<file path="config.mk">
export PLATFORM = sky130hd
export DESIGN_NAME = bnn_digit_encoder
export DESIGN_NICKNAME = d
export VERILOG_FILES = /design/src/rtl/bnn_digit_encoder.sv
export SDC_FILE = /design/constraint.sdc
export NUM_CORES = 1
export LEC_CHECK = 0
export ABC_AREA = 1
export CORE_ASPECT_RATIO = 0.8
export CORE_UTILIZATION = 40
export CTS_BUF_LIST = sky130_fd_sc_hd__clkbuf_8
export CTS_CLUSTER_SIZE = 40
export DETAILED_ROUTE_END_ITERATION = 7
export DONT_BUFFER_PORTS = 1
export GPL_TIMING_DRIVEN = 0
export HOLD_SLACK_MARGIN = 0.02
export PLACE_DENSITY = 0.62
export SYNTH_ARGS = -nofsm -noshare
export SYNTH_HDL_FRONTEND = slang
export SYNTH_SLANG_ARGS = --single-unit
</file>
<file path="constraint.sdc">
create_clock -name clk -period 1.7 [get_ports clk]
set_input_delay 0.255 -clock clk [delete_from_list [all_inputs] [get_ports clk]]
set_output_delay 0.255 -clock clk [all_outputs]
set_load 0.01 [all_outputs]
</file>
<file path="src/rtl/bnn_digit_encoder.sv">
// bnn_digit_encoder
//   Stimulus source for the 7-input binary digit classifier. Turns a class
//   index 0-9 into the 7-bit pattern the classifier decodes back to that class
//   (the complement of the class weight, since a class fires on ~(w ^ in) == 0).
//   Each accepted digit is emitted as a burst of REPEAT words separated by
//   GAP_CYCLES idle cycles. Noise can optionally flip one bit per word.
//
// Parameters
//   REPEAT      words per accepted digit (1..15)
//   GAP_CYCLES  idle cycles between words of one burst (0..255)
//   LFSR_SEED   nonzero reset value of the noise LFSR
//
// Ports
//   clk          in   1  clock, rising edge
//   rst_n        in   1  asynchronous active-low reset
//   digit_in     in   4  class index to encode
//   digit_valid  in   1  digit_in valid
//   digit_ready  out  1  encoder idle and able to take a digit
//   noise_en     in   1  sampled with the digit; flip one bit per word
//   code_out     out  7  pattern for the classifier
//   code_valid   out  1  code_out valid
//   code_ready   in   1  downstream takes code_out
//   bad_digit    out  1  sticky flag, a digit above 9 was accepted
//
// States
//   state     | meaning
//   ST_IDLE   | waiting for a digit, digit_ready high
//   ST_EMIT   | presenting a word, held until code_ready
//   ST_GAP    | idle spacing between words of a burst

module bnn_digit_encoder #(
  parameter int unsigned REPEAT     = 1,
  parameter int unsigned GAP_CYCLES = 0,
  parameter logic [15:0] LFSR_SEED  = 16'hACE1
) (
  input  logic       clk,
  input  logic       rst_n,
  input  logic [3:0] digit_in,
  input  logic       digit_valid,
  output logic       digit_ready,
  input  logic       noise_en,
  output logic [6:0] code_out,
  output logic       code_valid,
  input  logic       code_ready,
  output logic       bad_digit
);

  typedef enum logic [1:0] {
    ST_IDLE = 2'd0,
    ST_EMIT = 2'd1,
    ST_GAP  = 2'd2
  } state_t;

  localparam logic [3:0] REP_INIT = 4'(REPEAT - 1);
  // Wraps when GAP_CYCLES is 0, but the gap path is never taken then.
  localparam logic [7:0] GAP_INIT = 8'(GAP_CYCLES - 1);

  state_t      state_q,     state_d;
  logic [6:0]  code_q,      code_d;
  logic        noise_q,     noise_d;
  logic [3:0]  rep_cnt_q,   rep_cnt_d;
  logic [7:0]  gap_cnt_q,   gap_cnt_d;
  logic [15:0] lfsr_q,      lfsr_d;
  logic [6:0]  code_out_q,  code_out_d;
  logic        bad_digit_q, bad_digit_d;
  logic [6:0]  flip_mask;

  function automatic logic [6:0] encode(input logic [3:0] d);
    logic [6:0] c;
    case (d)
      4'd0:    c = 7'b0000100;
      4'd1:    c = 7'b0010000;
      4'd2:    c = 7'b0100010;
      4'd3:    c = 7'b0010100;
      4'd4:    c = 7'b0110000;
      4'd5:    c = 7'b0100011;
      4'd6:    c = 7'b0000101;
      4'd7:    c = 7'b0100000;
      4'd8:    c = 7'b0001000;
      4'd9:    c = 7'b0010011;
      default: c = 7'b0000000;
    endcase
    return c;
  endfunction

  // LFSR index 7 means "no flip" so roughly one word in eight stays clean.
  always_comb begin
    flip_mask = 7'd0;
    if (lfsr_q[2:0] != 3'd7) begin
      flip_mask = 7'd1 << lfsr_q[2:0];
    end
  end

  always_comb begin
    state_d     = state_q;
    code_d      = code_q;
    noise_d     = noise_q;
    rep_cnt_d   = rep_cnt_q;
    gap_cnt_d   = gap_cnt_q;
    code_out_d  = code_out_q;
    bad_digit_d = bad_digit_q;
    // Fibonacci taps 16,14,13,11
    lfsr_d      = {lfsr_q[14:0], lfsr_q[15] ^ lfsr_q[13] ^ lfsr_q[12] ^ lfsr_q[10]};

    case (state_q)
      ST_IDLE: begin
        if (digit_valid && digit_ready) begin
          code_d     = encode(digit_in);
          noise_d    = noise_en;
          rep_cnt_d  = REP_INIT;
          // noise_en is used directly here: the latched copy is not visible yet.
          code_out_d = encode(digit_in) ^ (noise_en ? flip_mask : 7'd0);
          if (digit_in > 4'd9) begin
            bad_digit_d = 1'b1;
          end
          state_d = ST_EMIT;
        end
      end

      ST_EMIT: begin
        if (code_ready) begin
          if (rep_cnt_q == 4'd0) begin
            state_d = ST_IDLE;
          end else begin
            rep_cnt_d = rep_cnt_q - 4'd1;
            if (GAP_CYCLES == 0) begin
              code_out_d = code_q ^ (noise_q ? flip_mask : 7'd0);
            end else begin
              gap_cnt_d = GAP_INIT;
              state_d   = ST_GAP;
            end
          end
        end
      end

      ST_GAP: begin
        if (gap_cnt_q == 8'd0) begin
          code_out_d = code_q ^ (noise_q ? flip_mask : 7'd0);
          state_d    = ST_EMIT;
        end else begin
          gap_cnt_d = gap_cnt_q - 8'd1;
        end
      end

      default: state_d = ST_IDLE;
    endcase
  end

  always_ff @(posedge clk or negedge rst_n) begin
    if (!rst_n) begin
      state_q     <= ST_IDLE;
      code_q      <= 7'd0;
      noise_q     <= 1'b0;
      rep_cnt_q   <= 4'd0;
      gap_cnt_q   <= 8'd0;
      lfsr_q      <= LFSR_SEED;
      code_out_q  <= 7'd0;
      bad_digit_q <= 1'b0;
    end else begin
      state_q     <= state_d;
      code_q      <= code_d;
      noise_q     <= noise_d;
      rep_cnt_q   <= rep_cnt_d;
      gap_cnt_q   <= gap_cnt_d;
      lfsr_q      <= lfsr_d;
      code_out_q  <= code_out_d;
      bad_digit_q <= bad_digit_d;
    end
  end

  // Gated with rst_n so the source never looks ready while held in reset.
  assign digit_ready = rst_n && (state_q == ST_IDLE);
  assign code_valid  = (state_q == ST_EMIT);
  assign code_out    = code_out_q;
  assign bad_digit   = bad_digit_q;

endmodule
</file>
Word-level counts from Yosys, hierarchy flattened
Memory sizes are Yosys's and may differ from the RTL's. A register that Yosys moved wholly into a read port is not among the register bits.
Index checks and enable logic that the tools add are counted.
{"block": "totals", "reg_bits": 46, "elab_cells": 61, "latchBits": 0, "rom_bits": 192, "mem_bits_rw": 0, "n_memories": 2}
{"memory": "(no name shown)", "words": 16, "word_bits": 6, "read_ports": 1, "rd_clocked_by_memory_dff": 1, "wr": 0, "line_no": "70", "rtl": "case (d)"}
{"memory": "(no name shown)", "words": 16, "word_bits": 6, "read_ports": 1, "rd_clocked_by_memory_dff": 0, "wr": 0, "line_no": "70"}
{"block": "classes", "add_sub_neg": 2, "bitwise_logic": 6, "mux": 19, "reduce_logical": 14, "n_shift": 1, "n_mul": 0, "order_cmp": 1, "div_mod_pow": 0, "n_eq_ne": 8}
{"op": "$mux 7", "n": 9}
{"op": "$pmux 7 s3", "n": 1}
{"op": "$xor 7x7->7", "n": 2}
{"op": "$mux 4", "n": 3}
{"op": "$logic_not 8->1", "n": 1}
{"op": "$mux 2", "n": 4}
{"op": "$pmux 4 s2", "n": 1}
{"op": "$reduce_and 4->1", "n": 2}
{"op": "$sub 8x1->8 const B", "n": 1}
{"op": "$shl 1x3->7 const A", "n": 1}
{"op": "$ne 2x2->1 const B", "n": 3}
{"op": "$pmux 2 s3", "n": 1}
{"op": "$reduce_and 5->1", "n": 1}
{"op": "$gt 4x4->1 const B", "n": 1}
{"op": "$logic_not 4->1", "n": 1}
{"op": "$ne 2x1->1 const B", "n": 2}
{"op": "$reduce_and 2->1", "n": 2}
{"op": "$sub 4x1->4 const B", "n": 1}
{"op": "$ne 3x3->1 const B", "n": 1}
{"op": "$reduce_and 3->1", "n": 1}
{"op": "$reduce_bool 3->1", "n": 1}
{"op": "$xor 1x1->1", "n": 3}
{"op": "$eq 2x1->1 const B", "n": 1}
{"op": "$eq 2x2->1 const B", "n": 1}
{"op": "5 further kinds", "n": 6}

Longest topological paths before layout
Gate-level depths: netlist of run 1.
{"block": "logic_depth", "depth_word": 8, "depth_mapped": 11}

Worst setup path after synthesis of run 1
OpenSTA, ideal clock, no wires.
{"block": "synth_timing", "path_type": "register to register", "from": "register state_q[0]", "to": "register rep_cnt_q[0]", "arrival_time_ps": 1202, "period_less_slack_ps": 1278, "path_buffers": 1, "setup_slack_ps": 422, "stages_incl_launch_ff": 7, "setup_ps": 76, "cell_sequence": "dfrtp_1 nor2_1 nand2_2 nand2_4 buf_8 nand3_1 o21ai_1"}
{"block": "synth_via", "elab_chain_len": 5, "word_cells_on_any_way": 10}
{"item": "from (decl)", "line_no": "58", "rtl": "state_t state_q, state_d;"}
{"item": "from (signal assigned)", "line_no": "160", "rtl": "state_q <= state_d;"}
{"item": "$logic_not 2->1", "line_no": "172", "rtl": "assign digit_ready = rst_n && (state_q == ST_IDLE);"}
{"item": "$logic_and 1x1->1", "line_no": "172"}
{"item": "named net digit_ready", "line_no": "40", "rtl": "output logic digit_ready,"}
{"item": "$logic_and 1x1->1", "line_no": "107", "rtl": "if (digit_valid && digit_ready) begin"}
{"item": "$ne 2x2->1 (no line)"}
{"item": "$reduce_and 4->1 (no line)"}
{"item": "to (signal assigned)", "line_no": "163", "rtl": "rep_cnt_q <= rep_cnt_d;"}
{"item": "to (decl)", "line_no": "61", "rtl": "logic [3:0] rep_cnt_q, rep_cnt_d;"}
The timed path passes the listed nets, and every way through them passes these cells.
A chain may end at the register's enable or synchronous reset.

Worst setup path in the final report of run 1
{"block": "layout_timing", "from": "register state_q[0]", "to": "register code_q[0]"}
{"block": "layout_via", "elab_chain_len": 4}
{"item": "$logic_not 2->1", "line_no": "172"}
{"item": "$logic_and 1x1->1", "line_no": "172"}
{"item": "named net digit_ready", "line_no": "40"}
{"item": "$logic_and 1x1->1", "line_no": "107"}
{"item": "$reduce_and 2->1 (no line)"}
{"item": "to (decl)", "line_no": "59", "rtl": "logic [6:0] code_q, code_d;"}
The timed path passes the listed nets, and every way through them passes these cells.

==> results of run 1 <==
==> power by group through the flow <==
| stage | clock [mW] | sequential (mW) | combinational (mW) |
|---|---|---|---|
| after floorplan | 0 | 1.23 | 0.678 |
| after global placement | 0 | 1.26 | 0.812 |
| after detailed placement | 0 | 1.26 | 0.820 |
| after CTS | 0.847 | 1.25 | 0.850 |
| after global routing | 0.881 | 1.27 | 1.01 |
| final | 0.830 | 1.24 | 0.841 |
==> worst max-delay path by stage <==
stage	start	slack (ns)	depth (start not counted)	endpoint
2_1_floorplan	state_q[0]	0.42	6	rep_cnt_q[0]
3_3_place_gp	state_q[0]	0.29	4	code_q[0]
3_5_place_dp	state_q[0]	0.28	4	code_q[0]
4_1_cts	state_q[0]	0.26	6	rep_cnt_q[0]
5_1_grt	state_q[0]	0.15	6	rep_cnt_q[0]
6_report	state_q[0]	0.26	4	code_q[0]
==> state kept, by name (all words and copies together) (netlist names) <==
name / flops
noise_q: 1
code_q: 6
lfsr_q: 16
bad_digit: 1
code_out: 7
rep_cnt_q: 4
state_q: 1
==> per-stage QoR <==
stage                     worst slack (ns)  instances  utilization  hold slack (ns)
after floorplan                     0.4220        217            -         -0.04059
after global placement              0.2888        274       0.4420         -0.03956
after detailed placement            0.2762        274       0.4420         -0.03938
after CTS                           0.2580        284       0.4785           0.1657
after global routing                0.1505        284       0.4785           0.2070
final                               0.2636        284       0.4785           0.1661
==> layer usage <==
layer	part of all wire	wire length, um	GRT usage	vias to the layer above
li1	-	-	-	717
met1	0.55	1972	0.2441	620
met2	0.38	1351	0.2168	28
met3	0.051	183	0.05294	4
met4	0.014	50	0.07783	0
met5	0	0	0	-
==> cells in the final DEF (no fill, tap or decap), drive strengths merged <==
cell | synthesis | layout
nand3 | 32 | 32
nand4 | 9 | 9
nor2 | 15 | 15
ha | 7 | 7
bufinv | 0 | 1
a31o | 1 | 1
nand2 | 51 | 51
inv | 33 | 33
xnor2 | 2 | 2
o21ai | 12 | 12
xor2 | 1 | 1
nor3 | 2 | 2
clkbuf | 1 | 8
a21oi | 8 | 8
buf | 4 | 5
o22ai | 1 | 1
o21bai | 1 | 1
dfstp | 8 | 8
dlygate4sd3 | 0 | 1
o211ai | 1 | 1
dfrtp | 28 | 28
==> worst min-delay path, cell delays in order <==
cell and delay [ns]:
nand2_1 0.04, o22ai_1 0.08, inv_1 0.05
==> synthesized netlist by cell type <==
master,number,area share
o22ai_1,1,0.0034
inv_2,4,0.0082
nor2_1,13,0.027
nand3_1,30,0.082
nand4_1,9,0.031
nand2_4,1,0.0062
inv_1,29,0.060
nor3_1,2,0.0055
o21bai_1,1,0.0041
xnor2_1,2,0.0096
o21ai_0,9,0.025
ha_1,7,0.048
buf_2,2,0.0055
nand3_2,2,0.011
clkbuf_1,1,0.0021
dfrtp_1,28,0.38
dfstp_2,8,0.12
o211ai_1,1,0.0041
xor2_1,1,0.0048
nor2_2,1,0.0034
buf_4,1,0.0041
o21ai_1,3,0.0082
nand2_1,48,0.099
nor2_4,1,0.0062
a21oi_1,8,0.022
a31o_2,1,0.0048
nand2_2,2,0.0069
buf_8,1,0.0082
==> final cells by class <==
class / instances / area (um^2) / area share
plain buffers: 5 / 36.28 / 0.01770
clock buffers: 7 / 96.34 / 0.04701
clock inverters: 1 / 30.03 / 0.01465
inverters: 33 / 123.9 / 0.06044
multi-input cells: 143 / 750.7 / 0.3663
flip-flops and latches: 36 / 910.9 / 0.4444
well taps: 57 / 71.32 / 0.03480
repair buffers: 2 / 30.03 / 0.01465
==> cell families after synthesis <==
family / after synthesis / share of synthesized area
AOI/OAI and AO/OA: 24 / 0.07143
adders and majority gates: 7 / 0.04807
DFF: 36 / 0.5000
buffers and inverters: 38 / 0.08790
and+or+nand+nor: 109 / 0.2782
xor gates and xnor gates: 3 / 0.01443
==> repair_timing <==
action | in CTS | in global routing
gates resized for setup | 0 | 0
setup endpoints to repair | 0 | 0
endpoints found under the hold margin | 36 | 0
hold buffers | 2 | 0
==> qor.csv, run 1 <==
metric;value;unit
# setup viols final;0;
core area;0.004283;mm^2
Comb power frac;0.288;
Synth Register Bits;36;
initial antenna violation count;0;
P_sw;1.013;mW
placed cell area;0.001893;mm^2
Power, Total;2.915;mW
Worst Hold Launch;code_ready;
clk_lat worst skew;0.29;ns
post-DP HPWL;2.457;mm
Routed WL per cell;12.53;um
final net count;242;
Synthesized Nets;233;
Bufs and invs on worst path;1;
drt drc;0;
Die Area;0.004830;mm^2
RSZ-0062 raised after global routing;no;
Crit-path slowest cell;dfrtp_1;
max-slew violation count;0;
critical path data required time;1.87;ns
IO Count;19;
Filler cells;406;
max cap viols;0;
Pint;1.902;mW
post-synthesis cell count;217;
total CTS buffers;5;
Setup CP Type;reg -> reg;
routability cong.;0.8046;
Setup Buffers After CTS;0;
clock network power share;0.285;
Final period util;0.8450;
Data arrival, critical path;1.60;ns
worst hold path type;in -> reg;
endpoints failing hold;0;
R2R Path End;code_q[0];
CTS H-tree depth;2;
drt via density;4.820;
Mean Syn Cell Area;8.395;um^2
site row count;21;
Die Y;62.36;um
Startpoint Class;flip-flop;
Die Wd;77.45;um
Worst Skew;0.007156;ns
number of diodes;0;
maximum VDD drop;0.5027;mV
global-route wire length before repair;6.085;mm
clock period minus worst slack;1.436;ns
Ys Warns;0;
flop2flop setup slack;0.26;ns
Worst Reg-to-Reg Cells;4;
synth unique cells;28;
Worst path top cell family by delay;simple AND/OR/NAND/NOR gates;
sw frac;0.3476;
FMAX;0.6962;GHz
PwrDens;1422;mW/mm^2
DRT Pass-1 Iters;4;
initial core utilization;0.4254;
setup TNS;0;ns
CP Max Fanout;8;
Clock transition at path regs;0.08;ns
TritonCTS clock tree;done;
port bufs;0;
status;complete, no violations;
Flop pwr share;0.427;
CTS Buffer Depth;2;
remaining global-route overflow;0;
clock sinks;36;
register area share after synthesis;0.5000;
pin slew with the least headroom to its limit;0.3789;ns
Routed WL;3.558;mm
critical path, cell by cell;nor2_1, nand2_2, inv_1, o21ai_0;
fin area;0.002049;mm^2
Rel. slew slack;0.7474;
Slowest Stage Delay on Critical Path;0.45;ns
vias in the first global route;1308;
share of cells above drive strength 1;0.1454;
largest net degree at the start of global routing;37;
Worst R2R Start;state_q[0];
Mapped Area;0.001822;mm^2
Hold Path Sink;state_q[0];
root buffer cell;clkbuf_8;
crit end category;flip-flop;
1st-iter DRT viols;45;
Leak Pwr;1.059;nW
DR vias;1369;
Global Route Usage Sum;0.1660;
WHS Path Cells;3;
Area growth, synth to finish;12.50;%
DRT antenna net count;0;
(Power assumes the default switching activity.)
==> run 2, diff against run 1 <==
PLACE_DENSITY = 0.64   (was 0.62)
clock period = 1.3 ns   (was 1.7 ns; I/O delays follow)
==> run 2 against run 1 <==
Compared with the run above: the run now ends with negative setup slack left; clock power increased by 65%; maximum frequency is 3.1% higher; hold slack worse by 0.059 ns; total power increased by 56%; worst setup slack worse by 0.36 ns; first-iteration DRC count increased to 2.5 times the previous value; final area increased by 13%; via count increased by 5.9%.
==> qor.csv, run 2 (synthesis gave the netlist of run 1 again) <==
metric;value;unit;change
status;finished, violations left;;
failing checks;negative setup slack;;
CP Max Fanout;6;;-2
Die Area;0.004830;mm^2;unchanged
site row count;21;;unchanged
IO Count;19;;unchanged
initial antenna violation count;0;;unchanged
max cap viols;0;;unchanged
Worst Skew;0.006235;ns;-0.0009212 ns
Pint;3.008;mW;+58%
Flop pwr share;0.367;;-0.060
remaining global-route overflow;0;;unchanged
Worst Hold Launch;digit_valid;;
routability cong.;0.8463;;+5.2%
1st-iter DRT viols;114;;+150%
most frequent cells in the layout;44 x nand2_1, 26 x inv_1, 26 x nand3_1;;
Die Wd;77.45;um;unchanged
final worst slack;-0.09265;ns;-0.3562 ns
Setup CP Type;reg -> reg;;
met1 usage;0.2498;;+0.005634
worst hold path type;in -> reg;;
Comb power frac;0.332;;+0.044
FMAX;0.7181;GHz;+3.1%
Routed WL;3.886;mm;+9.2%
DRT Pass-1 Iters;4;;unchanged
Final period util;1.071;;+0.2263
clock period minus worst slack;1.393;ns;-0.04377 ns
number of diodes;0;;unchanged
drt via density;4.833;;+0.27%
drt drc;0;;unchanged
core area;0.004283;mm^2;unchanged
Multi-input gate area;845.8;um^2;+13%
post-DP HPWL;2.484;mm;+1.1%
# setup viols final;5;;+5
Data arrival, critical path;1.58;ns;-0.02 ns
largest reg by FF count;lfsr_q;;
met3 Usage GRT;0.04853;;-0.004412
Filler cells;387;;-4.7%
Worst Reg-to-Reg Cells;8;;+4
smallest hold slack;0.1067;ns;-0.05945 ns
DRT antenna net count;0;;unchanged
crit end category;flip-flop;;
Clock transition at path regs;0.07;ns;about the same
total CTS buffers;5;;unchanged
most common cell after layout, fill and taps aside;nand2_1;;
most used routing layer in global routing;met1;;
maximum VDD drop;0.8747;mV;+74%
clk_lat worst skew;0.29;ns;about the same
largest net degree at the start of global routing;37;;unchanged
port bufs;0;;unchanged
Area growth, synth to finish;26.79;%;
DR vias;1450;;+5.9%
Worst R2R Start;lfsr_q[0];;
setup TNS;-0.1739;ns;-0.1739 ns
P_sw;1.539;mW;+52%
sw frac;0.3384;;-0.009155
CTS Buffer Depth;2;;unchanged
global-route wire length before repair;6.272;mm;+3.1%
max-slew violation count;0;;unchanged
vias in the first global route;1357;;+3.7%
RSZ-0062 raised after global routing;yes;;
Die Y;62.36;um;unchanged
Reg area;914.6;um^2;+0.41%
Leak Pwr;1.172;nW;+11%
final net count;258;;+6.6%
Routed WL per cell;12.95;um;+3.4%
WHS Path Cells;2;;-1
PwrDens;1969;mW/mm^2;+38%
endpoints failing hold;0;;unchanged
fin util;0.5393;;+0.06077
root buffer cell;clkbuf_8;;
CTS H-tree depth;2;;unchanged
share of cells above drive strength 1;0.2840;;+0.1386
Rel. slew slack;0.7528;;+0.005401
Global Route Usage Sum;0.1723;;+0.006323
met2 usage;0.2323;;+0.01549
critical path data required time;1.48;ns;-0.39 ns
Startpoint Class;flip-flop;;
clock network power share;0.300;;+0.015
initial core utilization;0.4254;;unchanged
TritonCTS clock tree;done;;
worst setup path start;lfsr_q[0];;
clock sinks;36;;unchanged
max FFs per register;16;;unchanged
pin slew with the least headroom to its limit;0.3708;ns;-0.008101 ns
## run 2: worst paths after layout
check,to,slack [ns]
max,code_out[0],-0.09
min,code_q[2],0.11
max reg2reg,code_out[0],-0.09
min reg2reg,lfsr_q[9],0.34
max in group asynchronous,lfsr_q[5],0.70
min in group asynchronous,lfsr_q[14],0.34
## run 2: critical path: stages (launching register included)
cell and delay [ns]:
dfstp_2 0.61, buf_4 0.15, nor2_4 0.04, nand3_1 0.09, a21oi_1 0.06, o21ai_0 0.07, nand2_1 0.12, nand2_1 0.08
nand2_1 0.05
## run 2: per-stage QoR
stage / setup WS [ns] / power [mW] / instance area [um^2] / instances
3_3_place_gp: -0.1298 / 2.708 / 1893 / 274
2_1_floorplan: 0.02204 / 2.493 / 1822 / 217
5_1_grt: -0.1678 / 4.861 / 2310 / 300
3_5_place_dp: -0.1667 / 2.739 / 1893 / 274
4_1_cts: -0.02824 / 4.344 / 2173 / 292
6_report: -0.09265 / 4.547 / 2310 / 300
## run 2: power groups by stage
stage	Clock, mW	Sequential [mW]	Combinational [mW]
final	1.37	1.67	1.51
after global routing	1.45	1.70	1.72
after CTS	1.40	1.65	1.29
after detailed placement	0	1.65	1.09
after global placement	0	1.64	1.07
after floorplan	0	1.61	0.887
## run 2: cell type report
cell class	instances	area share
inverters	33	0.05471
flip-flops and latches	36	0.3960
plain buffers	5	0.01679
clock inverters	3	0.03900
clock buffers	5	0.02979
multi-input cells	143	0.3662
repair buffers	18	0.06663
well taps	57	0.03088
## run 2: what timing repair did
action | 4_1_cts | 5_1_grt
buffers inserted | 8 | 8
hold buffers | 2 | 0
pin swaps | 4 | 15
hold endpoints to repair | 36 | 0
gates resized for setup | 14 | 17
endpoints found under the setup margin | 20 | 18
## run 2: metal layers
layer	up-vias	part of all wire
met1	666	0.53
met2	29	0.40
met4	0	0.019
li1	747	-
met3	8	0.047
met5	-	0
==> run 3, diff against run 2 <==
PLACE_DENSITY = 0.66   (was 0.64)
==> run 3 against run 2 <==
Compared with the run above: the flow still finishes with violations (negative setup slack); largest power group unchanged; clock power shrank 29%; die area stayed put; global-route usage is 0.41 points higher; total power down 11%; wire length down 1.6%; worst setup slack lost 0.0039 ns; critical endpoint is now code_out[3]; sequential cell count stayed put; count of clock-buffer cells in the layout stayed put.
==> qor.csv, run 3 (synthesis gave the netlist of run 1 again) <==
metric;value;unit;change
critical path data required time;1.53;ns;+0.05 ns
Data arrival, critical path;1.63;ns;+0.05 ns
max cap viols;0;;unchanged
DR vias;1483;;+2.3%
clk_lat worst skew;0.29;ns;about the same
most frequent cells in the layout;47 x nand2_1, 26 x inv_1, 26 x nand3_1;;
failing checks;negative setup slack;;
Global Route Usage Sum;0.1764;;+0.004073
maximum VDD drop;0.8844;mV;+1.1%
CP Max Fanout;5;;-1
# setup viols final;4;;-1
Clock transition at path regs;0.07;ns;about the same
DRT antenna net count;0;;unchanged
initial core utilization;0.4254;;unchanged
endpoints failing hold;0;;unchanged
Leak Pwr;1.125;nW;-4.0%
Final period util;1.074;;+0.003027
fin area;0.002220;mm^2;-3.9%
Comb power frac;0.353;;+0.021
Flop pwr share;0.407;;+0.040
core area;0.004283;mm^2;unchanged
CTS Buffer Depth;2;;unchanged
final worst slack;-0.09658;ns;-0.003935 ns
Worst Skew;0.007926;ns;+0.001691 ns
smallest hold slack;0.1061;ns;-0.0005250 ns
number of diodes;0;;unchanged
clock sinks;36;;unchanged
Setup CP Type;reg -> reg;;
drt via density;5.061;;+4.7%
clock network power share;0.240;;-0.060
1st-iter DRT viols;76;;-33%
status;finished, violations left;;
Final Non-Filler Cells;293;;-2.3%
crit end category;flip-flop;;
worst hold path type;in -> reg;;
share of cells above drive strength 1;0.2500;;-0.03395
site row count;21;;unchanged
root buffer cell;clkbuf_8;;
CTS H-tree depth;2;;unchanged
DRT Pass-1 Iters;4;;unchanged
total CTS buffers;5;;unchanged
sw frac;0.3676;;+0.02914
Slowest Stage Delay on Critical Path;0.60;ns;about the same
final net count;251;;-2.7%
IO Count;19;;unchanged
setup TNS;-0.1742;ns;-0.0002820 ns
routability cong.;0.8258;;-2.4%
P_sw;1.492;mW;-3.1%
Worst path top cell family by delay;flip-flops;;
clock period minus worst slack;1.397;ns;+0.003935 ns
placed cell area;0.001893;mm^2;unchanged
Die Area;0.004830;mm^2;unchanged
Startpoint Class;flip-flop;;
drt drc;0;;unchanged
pin slew with the least headroom to its limit;0.3585;ns;-0.01225 ns
TritonCTS clock tree;done;;
Die Wd;77.45;um;unchanged
Rel. slew slack;0.7610;;+0.008170
Die Y;62.36;um;unchanged
CP most frequent cell;nand2_1;;
max-slew violation count;0;;unchanged
Bufs and invs on worst path;1;;unchanged
critical path, cell by cell;inv_2, nor2_4, nand2_2, o21bai_1, nand3_1, nand2_1, nand2_1, nand2_1;;
Pint;2.567;mW;-15%
Power, Total;4.059;mW;-11%
Area growth, synth to finish;21.84;%;
Routed WL per cell;13.05;um;+0.73%
PwrDens;1829;mW/mm^2;-7.1%
largest net degree at the start of global routing;37;;unchanged
port bufs;0;;unchanged
Crit-path slowest cell;dfstp_2;;
RSZ-0062 raised after global routing;yes;;
initial antenna violation count;0;;unchanged
post-DP HPWL;2.529;mm;+1.8%
FMAX;0.7160;GHz;-0.28%
most common cell after layout, fill and taps aside;nand2_1;;
global-route wire length before repair;6.430;mm;+2.5%
largest reg by FF count;lfsr_q;;
remaining global-route overflow;0;;unchanged
Placed Cells;274;;unchanged
max FFs per register;16;;unchanged
vias in the first global route;1346;;-0.81%
Routed WL;3.823;mm;-1.6%
==> run 3: cell count changes in the layout (fill, tap and decap cells not counted), sizes merged <==
| cell | change |
|---|---|
| clkinvlp | +1 |
| buf | -9 |
| bufinv | -2 |
| clkbuf | +1 |
| clkinv | +1 |
| nand2 | +1 |
==> run 3: layer usage <==
| layer | vias to the layer above | share of wire | GRT usage |
|---|---|---|---|
| met3 | 5 | 0.056 | 0.05147 |
| li1 | 741 | - | - |
| met4 | 0 | 0.014 | 0.07783 |
| met5 | - | 0 | 0 |
| met2 | 35 | 0.43 | 0.2345 |
| met1 | 702 | 0.50 | 0.2613 |
==> run 3: final cells by class <==
class / count / area (um^2)
sequential: 36 / 914.6
clock inverter: 3 / 42.54
clock buffer: 5 / 68.82
timing repair buffer: 10 / 120.1
inverter: 33 / 128.9
multi-input combinational: 144 / 834.6
buffer: 5 / 38.79
fill: 406 / 2063
tap: 57 / 71.32
==> run 3: repair_timing <==
action / 4_1_cts / 5_1_grt
pin swaps: 5 / 13
hold buffers: 2 / 0
endpoints found under the hold margin: 36 / 0
resized for setup: 9 / 18
setup endpoints to repair: 20 / 17
gates cloned: 1 / 1
buffers inserted: 1 / 6
==> run 3: tightest hold or removal path, stage by stage <==
cell and delay, ns:
nand2_1 0.04, o22ai_1 0.08, inv_1 0.05
==> run 3: path summary, 6_finish.rpt <==
path / start / end / slack (ns) / cells past startpoint
worst max register to register: lfsr_q[0] / code_out[3] / -0.1 / 8
worst min register to register: lfsr_q[9] / lfsr_q[10] / 0.34 / 0
min in group asynchronous: rst_n / lfsr_q[14] / 0.35 / 2
worst min-delay path: code_ready / state_q[0] / 0.11 / 3
worst max-delay path: lfsr_q[0] / code_out[3] / -0.1 / 8
max in group asynchronous: rst_n / lfsr_q[5] / 0.70 / 2
==> run 3: power by group through the flow <==
stage / Sequential, mW / Combinational, mW / Clock (mW)
3_5_place_dp: 1.65 / 1.09 / 0
5_1_grt: 1.69 / 1.65 / 1.04
3_3_place_gp: 1.64 / 1.06 / 0
4_1_cts: 1.65 / 1.21 / 1.00
2_1_floorplan: 1.61 / 0.887 / 0
6_report: 1.65 / 1.43 / 0.973
==> run 3: per-stage QoR <==
stage / worst slack [ns] / utilization
2_1_floorplan: 0.02204 / -
3_3_place_gp: -0.1214 / 0.4420
3_5_place_dp: -0.1484 / 0.4420
4_1_cts: -0.06679 / 0.4832
5_1_grt: -0.1774 / 0.5183
6_report: -0.09658 / 0.5183
